<file path="src/rtl/mem_arb_pkg.sv">
// mem_arb_pkg: shared types for mem_bus_arbiter (FSM states, master ids, latched request).
package mem_arb_pkg;
    localparam int ARB_DW = 32;
    localparam int ARB_AW = 32;
    typedef enum logic [1:0] {ARB_IDLE, ARB_ISSUE, ARB_WAIT, ARB_RESP} arb_state_t;
    typedef enum logic {MST_IMEM, MST_DMEM} arb_mst_t;
    typedef struct packed {
        logic [ARB_AW-1:0]   addr;
        logic                we;
        logic [ARB_DW/8-1:0] wmask;
        logic [ARB_DW-1:0]   wdata;
    } arb_req_t;
endpackage

</file>
<file path="src/rtl/mem_arb_pick.sv">
// mem_arb_pick: grant selection between imem and dmem requests.
// MEM_ARB_RR_EN selects round-robin on contention; otherwise dmem has fixed priority.
module mem_arb_pick
    import mem_arb_pkg::*;
(
    input  logic     i_req_vld,
    input  logic     d_req_vld,
`ifdef MEM_ARB_RR_EN
    input  arb_mst_t last_granted,
`endif
    output logic     gnt_i,
    output logic     gnt_d
);
`ifdef MEM_ARB_RR_EN
    // On contention the master that did not win last time goes next.
    assign gnt_d = d_req_vld && (!i_req_vld || last_granted == MST_IMEM);
`else
    assign gnt_d = d_req_vld;
`endif
    assign gnt_i = i_req_vld && !gnt_d;
endmodule

</file>
<file path="src/rtl/mem_bus_arbiter.sv">
// mem_bus_arbiter: single-outstanding arbiter merging imem and dmem masters onto one slave port.
// MEM_ARB_RR_EN enables round-robin arbitration; default is fixed dmem-over-imem priority.
module mem_bus_arbiter
    import mem_arb_pkg::*;
#(
    parameter int DATA_WIDTH = 32,
    parameter int ADDR_WIDTH = 32
) (
    input  logic                    clk,
    input  logic                    rst,
    input  logic                    i_req_vld,
    output logic                    i_req_rdy,
    input  logic [ADDR_WIDTH-1:0]   i_addr,
    output logic                    i_rsp_vld,
    output logic [DATA_WIDTH-1:0]   i_rdata,
    input  logic                    d_req_vld,
    output logic                    d_req_rdy,
    input  logic [ADDR_WIDTH-1:0]   d_addr,
    input  logic                    d_we,
    input  logic [DATA_WIDTH/8-1:0] d_wmask,
    input  logic [DATA_WIDTH-1:0]   d_wdata,
    output logic                    d_rsp_vld,
    output logic [DATA_WIDTH-1:0]   d_rdata,
    output logic                    s_req_vld,
    input  logic                    s_req_rdy,
    output logic [ADDR_WIDTH-1:0]   s_addr,
    output logic                    s_we,
    output logic [DATA_WIDTH/8-1:0] s_wmask,
    output logic [DATA_WIDTH-1:0]   s_wdata,
    input  logic                    s_rsp_vld,
    input  logic [DATA_WIDTH-1:0]   s_rdata
);
    arb_state_t state;
    arb_mst_t   owner;
    arb_req_t   req;
    logic       gnt_i, gnt_d;
`ifdef MEM_ARB_RR_EN
    arb_mst_t   last;
`endif

    mem_arb_pick u_pick (
        .i_req_vld    (i_req_vld),
        .d_req_vld    (d_req_vld),
`ifdef MEM_ARB_RR_EN
        .last_granted (last),
`endif
        .gnt_i        (gnt_i),
        .gnt_d        (gnt_d)
    );

    assign i_req_rdy = state == ARB_IDLE && gnt_i;
    assign d_req_rdy = state == ARB_IDLE && gnt_d;
    assign s_req_vld = state == ARB_ISSUE;
    assign s_addr    = req.addr;
    assign s_we      = req.we;
    assign s_wmask   = req.wmask;
    assign s_wdata   = req.wdata;
    assign i_rsp_vld = state == ARB_RESP && owner == MST_IMEM;
    assign d_rsp_vld = state == ARB_RESP && owner == MST_DMEM;

    // A slave response outside WAIT is a protocol error and simply ignored.
    always_ff @(posedge clk or negedge rst) begin
        if (!rst) begin
            state   <= ARB_IDLE;
            owner   <= MST_IMEM;
            req     <= '0;
            i_rdata <= '0;
            d_rdata <= '0;
        end else begin
            unique case (state)
                ARB_IDLE: if (i_req_rdy || d_req_rdy) begin
                    owner <= d_req_rdy ? MST_DMEM : MST_IMEM;
                    req   <= d_req_rdy ? arb_req_t'{addr: d_addr, we: d_we, wmask: d_wmask, wdata: d_wdata}
                                       : arb_req_t'{addr: i_addr, we: 1'b0, wmask: '0, wdata: '0};
                    state <= ARB_ISSUE;
                end
                ARB_ISSUE: if (s_req_rdy) state <= ARB_WAIT;
                ARB_WAIT: if (s_rsp_vld) begin
                    if (owner == MST_DMEM) d_rdata <= s_rdata;
                    else i_rdata <= s_rdata;
                    state <= ARB_RESP;
                end
                default: state <= ARB_IDLE;
            endcase
        end
    end

`ifdef MEM_ARB_RR_EN
    always_ff @(posedge clk or negedge rst) begin
        if (!rst) last <= MST_DMEM;
        else if (i_req_rdy || d_req_rdy) last <= d_req_rdy ? MST_DMEM : MST_IMEM;
    end
`endif
endmodule

</file>
<file path="config.mk">
export PLATFORM = sky130hd
export DESIGN_NAME = mem_bus_arbiter
export DESIGN_NICKNAME = d
export VERILOG_FILES = /design/src/rtl/mem_arb_pkg.sv /design/src/rtl/mem_arb_pick.sv /design/src/rtl/mem_bus_arbiter.sv
export SDC_FILE = /design/constraint.sdc
export NUM_CORES = 1
export LEC_CHECK = 0
export ABC_AREA = 1
export CORE_AREA = 5 5 104 106
export CTS_CLUSTER_SIZE = 24
export DETAILED_ROUTE_END_ITERATION = 10
export DIE_AREA = 0 0 109 111
export DONT_BUFFER_PORTS = 1
export PLACE_DENSITY = 0.74
export SLEW_MARGIN = 20
export SYNTH_ARGS = -nofsm -noshare
export SYNTH_HDL_FRONTEND = slang
export SYNTH_SLANG_ARGS = --single-unit
export TNS_END_PERCENT = 100
</file>
<file path="constraint.sdc">
create_clock -name clk -period 1.84 [get_ports clk]
set_input_delay 0.184 -clock clk [delete_from_list [all_inputs] [get_ports clk]]
set_output_delay 0.184 -clock clk [all_outputs]
set_load 0.01 [all_outputs]
</file>
==> impl_metrics.env, run 1 <==
export IMPL_relSlewSlack_pct=78.5
export IMPL_drive_gt1_share_pct=6.63
export IMPL_fin_ws_ns=0.0749
export IMPL_drt_vias_per_instance=5.64
export IMPL_fmax_mhz=567
export IMPL_antenna_left=0
export IMPL_syn_area_mm2=0.00567
export IMPL_routed_wl_um=18300
export IMPL_grt_pass1_wl_um=28300
export IMPL_cts_buffers=17
export IMPL_cts_hold_buffers=138
export IMPL_fin_setup_tns_ns=0
export IMPL_cts_sinks=136
export IMPL_rsz0062_at_grt="no"
export IMPL_report_final_hold_viol_count=136
export IMPL_hpwl_um=9920
export IMPL_holdWs_ns=-0.638
export IMPL_gr_usage_met2_pct=50.6
export IMPL_antenna_found_initial=1
export IMPL_tritoncts="built"
export IMPL_synthCells=640
export IMPL_worst_slew_pin_slew_ns=0.323
export IMPL_fin_crit_ns=1.77
export IMPL_areaGrowthSynthToFinish_pct=39.1
export IMPL_setup_violations=0
export IMPL_clkTransAtPathRegs_ns=0.06
export IMPL_track_usage_pct=30.4
export IMPL_ir_drop_mv=0.931
export IMPL_pre_cts_slack_ns=0.256
export IMPL_initial_utilization_pct=58.6
export IMPL_num_rows=36
export IMPL_drc=0
export IMPL_met1_usage_pct=32.6
export IMPL_postLayoutCellArea_mm2=0.00789
export IMPL_crit_fanout=20
export IMPL_synth_area_leaders="dfrtp_1, nand2_1, o21ai_0"
export IMPL_powerDensity_mw_per_mm2=1660
export IMPL_die_h_um=111
export IMPL_regToRegSetupSlack_ns=0.07
export IMPL_synth_cell_type_count=16
export IMPL_maxSlewViolCount=0
export IMPL_ys_ff_latch=136
export IMPL_grt_pass1_vias=5501
export IMPL_fp_dieArea_mm2=0.0121
export IMPL_startpoint="state[0]"
export IMPL_drtIter0Drc=443
export IMPL_ys_seq_area_share_pct=60.0
export IMPL_crit_path_end="i_req_rdy"
export IMPL_leakage_nw=3.92
export IMPL_critical_path_required_ns=1.66
export IMPL_cts_buffer_depth=2
export IMPL_critPathCaptureType="output port"
export IMPL_vias=5177
export IMPL_violations="hold timing"
export IMPL_overflow=0
export IMPL_utilization_pct=81.5
export IMPL_cp_arrival_ns=1.58
export IMPL_htreeDepth=4
export IMPL_cp_start_kind="flip-flop"
export IMPL_outcome="finished, violations left"
export IMPL_reg2reg_depth=8
export IMPL_syn_nets=783
export IMPL_cts_root_buffer="clkbuf_8"
export IMPL_gr_usage_met3_pct=12.2
export IMPL_avgSynthCellArea_um2=8.86
export IMPL_synth_largest_area_cell="dfrtp_1"
export IMPL_core_mm2=0.00968
export IMPL_first_pass_iters=5
export IMPL_drv_cap=0
export IMPL_io_buffers=0
export IMPL_busiest_layer="met2"
export IMPL_wl_per_cell_um=20.0
export IMPL_clock_latency_ns=0.51
export IMPL_synth_top_area_share_pct=60.0
export IMPL_placed_area_mm2=0.00580
export IMPL_grt_max_degree=137
export IMPL_r2r_start="state[0]"
export IMPL_r2r_end="state[0]"
export IMPL_yosys_warnings=0
export IMPL_hp_class="input pin to asynchronous set/reset pin"
export IMPL_post_route_period_util_pct=95.9
export IMPL_fp_dieW_um=109
export IMPL_fin_nets=915
export IMPL_pin_count=277
export IMPL_critPathKind="flip-flop to output port"
export IMPL_finalWeightedCongestion=0.805
export IMPL_fin_skew_ns=0.00473
-- synth_stat cells, drive strengths merged --
cell	n
nor2	66
o21ai	96
dfrtp	136
buf	20
nand3	46
o21bai	31
nand2	150
inv	75
ha	4
clkbuf	16
-- power by group --
part / switching (W) / total [W] / internal (W)
sequential: 0.00174 / 0.00607 / 0.00433
combinational: 0.00221 / 0.00387 / 0.00166
clock: 0.00127 / 0.00313 / 0.00186
-- cells by family after synthesis --
kind of cell | share of synthesized area [%]
and+or+nand+nor | 18.8
DFF | 60.0
AOI/OAI and AO/OA | 12.6
buffers and inverters | 7.70
adders and majority gates | 0.882
-- critical path, cell delays in order, from the launching register on --
cell and delay (ns):
dfrtp_1 0.42, inv_2 0.10, ha_4 0.17, nand2_4 0.09
buf_12 0.17, nor2_4 0.11
-- timing repair --
action	CTS	global route
gates resized for setup	6	4
endpoints found under the setup margin	2	3
buffers inserted	0	1
cloned	2	2
hold endpoints to repair	272	136
-- sequential cells by signal (all words and copies together) (netlist names) --
name and cells:
s_wmask 4, s_addr 32, state 2, owner 1, i_rdata 32, s_we 1, d_rdata 32, s_wdata 32
-- layer usage --
metal / part of all wire, % / routed length [um]
met1: 33 / 6140
met2: 51 / 9290
met3: 11 / 2080
met4: 4.5 / 823
met5: 0 / 0
-- cell type report --
type | instances | area, um^2
clock inverters | 10 | 98.8
flip-flops and latches | 136 | 3400
well taps | 133 | 166
clock buffers | 21 | 449
fillers | 513 | 1790
repair buffers | 149 | 1620
diodes | 1 | 2.50
inverters | 75 | 284
multi-input cells | 393 | 1860
-- how the worst min path moves through the flow --
stage | start | end | slack [ns] | depth (start not counted)
floorplan | rst | d_rdata[0] | -0.11 | 0
global placement | rst | s_wdata[23] | -0.11 | 0
detailed placement | rst | s_wdata[11] | -0.11 | 0
CTS | rst | s_wdata[11] | -0.66 | 0
global route | rst | s_wdata[11] | -0.67 | 0
finish | rst | s_wdata[11] | -0.64 | 0
-- cell usage in the layout, fill, tap and decap left out, types with 18 or more instances in the layout --
master           n
clkbuf_16       18
dfrtp_1        136
dlygate4sd3_1  138
inv_1           72
nand2_1        147
nand3_1         44
nor2_1          65
o21ai_0         66
o21ai_1         30
o21bai_1        31
-- through the flow --
stage | hold WS (ns) | power, W | cells
CTS | -0.656 | 0.0127 | 914
global placement | -0.109 | 0.00889 | 743
finish | -0.638 | 0.0131 | 918
floorplan | -0.112 | 0.00811 | 640
detailed placement | -0.109 | 0.00914 | 743
global route | -0.669 | 0.0139 | 918
Note: power is estimated with default switching activity, not from simulation.
==> run 2, diff against run 1 <==
--- a/config.mk
+++ b/config.mk
@@ -6,12 +6,11 @@
 export NUM_CORES = 1
 export LEC_CHECK = 0
 export ABC_AREA = 1
-export CORE_AREA = 5 5 104 106
+export CORE_MARGIN = 5
+export CORE_UTILIZATION = 50
 export CTS_CLUSTER_SIZE = 24
 export DETAILED_ROUTE_END_ITERATION = 10
-export DIE_AREA = 0 0 109 111
 export DONT_BUFFER_PORTS = 1
-export PLACE_DENSITY = 0.74
 export SLEW_MARGIN = 20
 export SYNTH_ARGS = -nofsm -noshare
 export SYNTH_HDL_FRONTEND = slang
==> run 2 against run 1 <==
  * The run still ends with hold timing left
  * Combinational power down 12%
  * Flip-flop and latch count unchanged
  * First-iteration DRC count down 33%
  * Via count down 8.1%
  * Count of clock-buffer cells in the layout up 3
  * Sequential share of layout area up 0.28 points
  * Global-route usage down 6.4 points
  * Largest cell class unchanged
  * Highest routed layer unchanged
==> impl_metrics.env, run 2 (synthesis gave the netlist of run 1 again) <==
export IMPL_fp_dieW_um=117
export IMPL_num_antenna_cells=0
export IMPL_routed_wl_um=16500
export IMPL_rsz0062_at_grt="no"
export IMPL_p_int_w=0.00833
export IMPL_pwr_share_seq_pct=45.8
export IMPL_drive_gt1_share_pct=5.78
export IMPL_finalWeightedCongestion=0.760
export IMPL_wl_per_cell_um=18.0
export IMPL_p_total_w=0.0132
export IMPL_fp_dieArea_mm2=0.0136
export IMPL_cts_sinks=136
export IMPL_worstPathCellList="inv_1, ha_2, nand2_2, nor2_1"
export IMPL_overflow=0
export IMPL_worst_slew_pin_slew_ns=0.450
export IMPL_critPathCaptureType="output port"
export IMPL_die_h_um=117
export IMPL_io_buffers=0
export IMPL_final_cell_mix="nand2_1, dfrtp_1, dlygate4sd3_1"
export IMPL_drc=0
export IMPL_fin_ws_ns=0.0962
export IMPL_cp_arrival_ns=1.56
export IMPL_clock_latency_ns=0.41
export IMPL_initial_utilization_pct=51.6
export IMPL_cts_hold_buffers=133
export IMPL_grt_pass1_vias=5018
export IMPL_track_usage_pct=24.0
export IMPL_critPathKind="flip-flop to output port"
export IMPL_powerDensity_mw_per_mm2=1680
export IMPL_grt_pass1_wl_um=25100
export IMPL_fin_setup_tns_ns=0
export IMPL_tritoncts="built"
export IMPL_core_mm2=0.0110
export IMPL_postCtsSetupRepairBufs=0
export IMPL_pin_count=277
export IMPL_setup_violations=0
export IMPL_critPathMaxStageDelay_ns=0.41
export IMPL_grt_max_degree=137
export IMPL_cp_slowest_cell="dfrtp_1"
export IMPL_vias=4760
export IMPL_fin_crit_ns=1.74
export IMPL_cts_root_buffer="clkbuf_16"
export IMPL_final_common_cell="nand2_1"
export IMPL_fin_skew_ns=0.00507
export IMPL_pre_cts_slack_ns=0.209
export IMPL_drtIter0Drc=297
export IMPL_drv_cap=0
export IMPL_holdWs_ns=-0.531
export IMPL_critical_path_required_ns=1.66
export IMPL_fin_nets=909
export IMPL_areaGrowthSynthToFinish_pct=38.2
export IMPL_crit_fanout=6
export IMPL_hpwl_um=10200
export IMPL_relSlewSlack_pct=70.0
export IMPL_cts_buffers=17
export IMPL_first_pass_iters=5
export IMPL_drt_vias_per_instance=5.19
export IMPL_power_clock_fraction_pct=28.3
export IMPL_antenna_found_initial=0
export IMPL_violations="hold timing"
export IMPL_outcome="finished, violations left"
export IMPL_antenna_left=0
export IMPL_fillers=751
export IMPL_cp_start_kind="flip-flop"
export IMPL_p_sw_share_pct=36.9
export IMPL_maxSlewViolCount=0
export IMPL_hp_class="input pin to asynchronous set/reset pin"
export IMPL_share_comb_of_total_power_pct=25.9
export IMPL_post_route_period_util_pct=94.8
export IMPL_p_switching_w=0.00486
export IMPL_fmax_mhz=573
export IMPL_ir_drop_mv=1.05
export IMPL_num_rows=38
export IMPL_leakage_nw=3.90
export IMPL_clkTransAtPathRegs_ns=0.06
export IMPL_cts_buffer_depth=2
export IMPL_htreeDepth=4
export IMPL_report_final_hold_viol_count=136
==> run 2: path summary, 6_finish.rpt <==
kind / start / to / slack [ns] / cells after the start
max reg2reg: state[0] / s_addr[20] / 0.25 / 7
min: rst / d_rdata[10] / -0.53 / 0
max: state[0] / i_req_rdy / 0.1 / 4
min in group clk: i_req_vld / s_wmask[0] / 0.04 / 3
min reg2reg: state[1] / state[1] / 0.53 / 2
max in group asynchronous: rst / s_addr[25] / 2.19 / 0
==> run 2: worst max-delay path, delay by kind of cell, from the launching register on <==
family                   cells  cell delay (ns)
buffers and inverters        1             0.10
flip-flops                   1             0.41
adder cells (fa/ha/maj)      1             0.24
AND/OR/NAND/NOR              2             0.40
==> run 2: per-layer routing <==
layer / up-vias / wire length [um] / global-route usage (%) / share of wire (%)
met4: 0 / 550 / 11.9 / 3.3
li1: 2258 / - / - / -
met2: 236 / 8290 / 41.2 / 50
met1: 2224 / 5840 / 25.8 / 35
met3: 42 / 1860 / 9.69 / 11
met5: - / 0 / 0 / 0
==> run 2: metrics by stage <==
stage / area (um^2) / utilization (%) / std cells
3_3_place_gp: 5810 / 52.9 / 753
3_5_place_dp: 5810 / 52.9 / 753
6_report: 7840 / 71.4 / 918
4_1_cts: 7810 / 71.1 / 917
2_1_floorplan: 5670 / - / 640
5_1_grt: 7840 / 71.4 / 918
==> run 2: layout make-up <==
class | count | area, um^2 | share of cell area, %
sequential | 136 | 3400 | 43.4
multi-input combinational | 393 | 1830 | 23.4
timing repair buffer | 143 | 1490 | 19.0
clock buffer | 24 | 492 | 6.27
inverter | 75 | 284 | 3.62
tap | 140 | 175 | 2.23
clock inverter | 7 | 164 | 2.09
==> run 2: power groups by stage <==
stage / sequential (W) / combinational [W] / clock [W]
2_1_floorplan: 0.00564 / 0.00247 / 0
3_3_place_gp: 0.00605 / 0.00286 / 0
3_5_place_dp: 0.00606 / 0.00305 / 0
4_1_cts: 0.00604 / 0.00331 / 0.00380
5_1_grt: 0.00619 / 0.00394 / 0.00394
6_report: 0.00604 / 0.00342 / 0.00373
==> run 2: what timing repair did <==
item                                    CTS  global route
endpoints found under the setup margin    1             2
hold endpoints to repair                269           136
cloned                                    0             1
gates resized for setup                   3             2
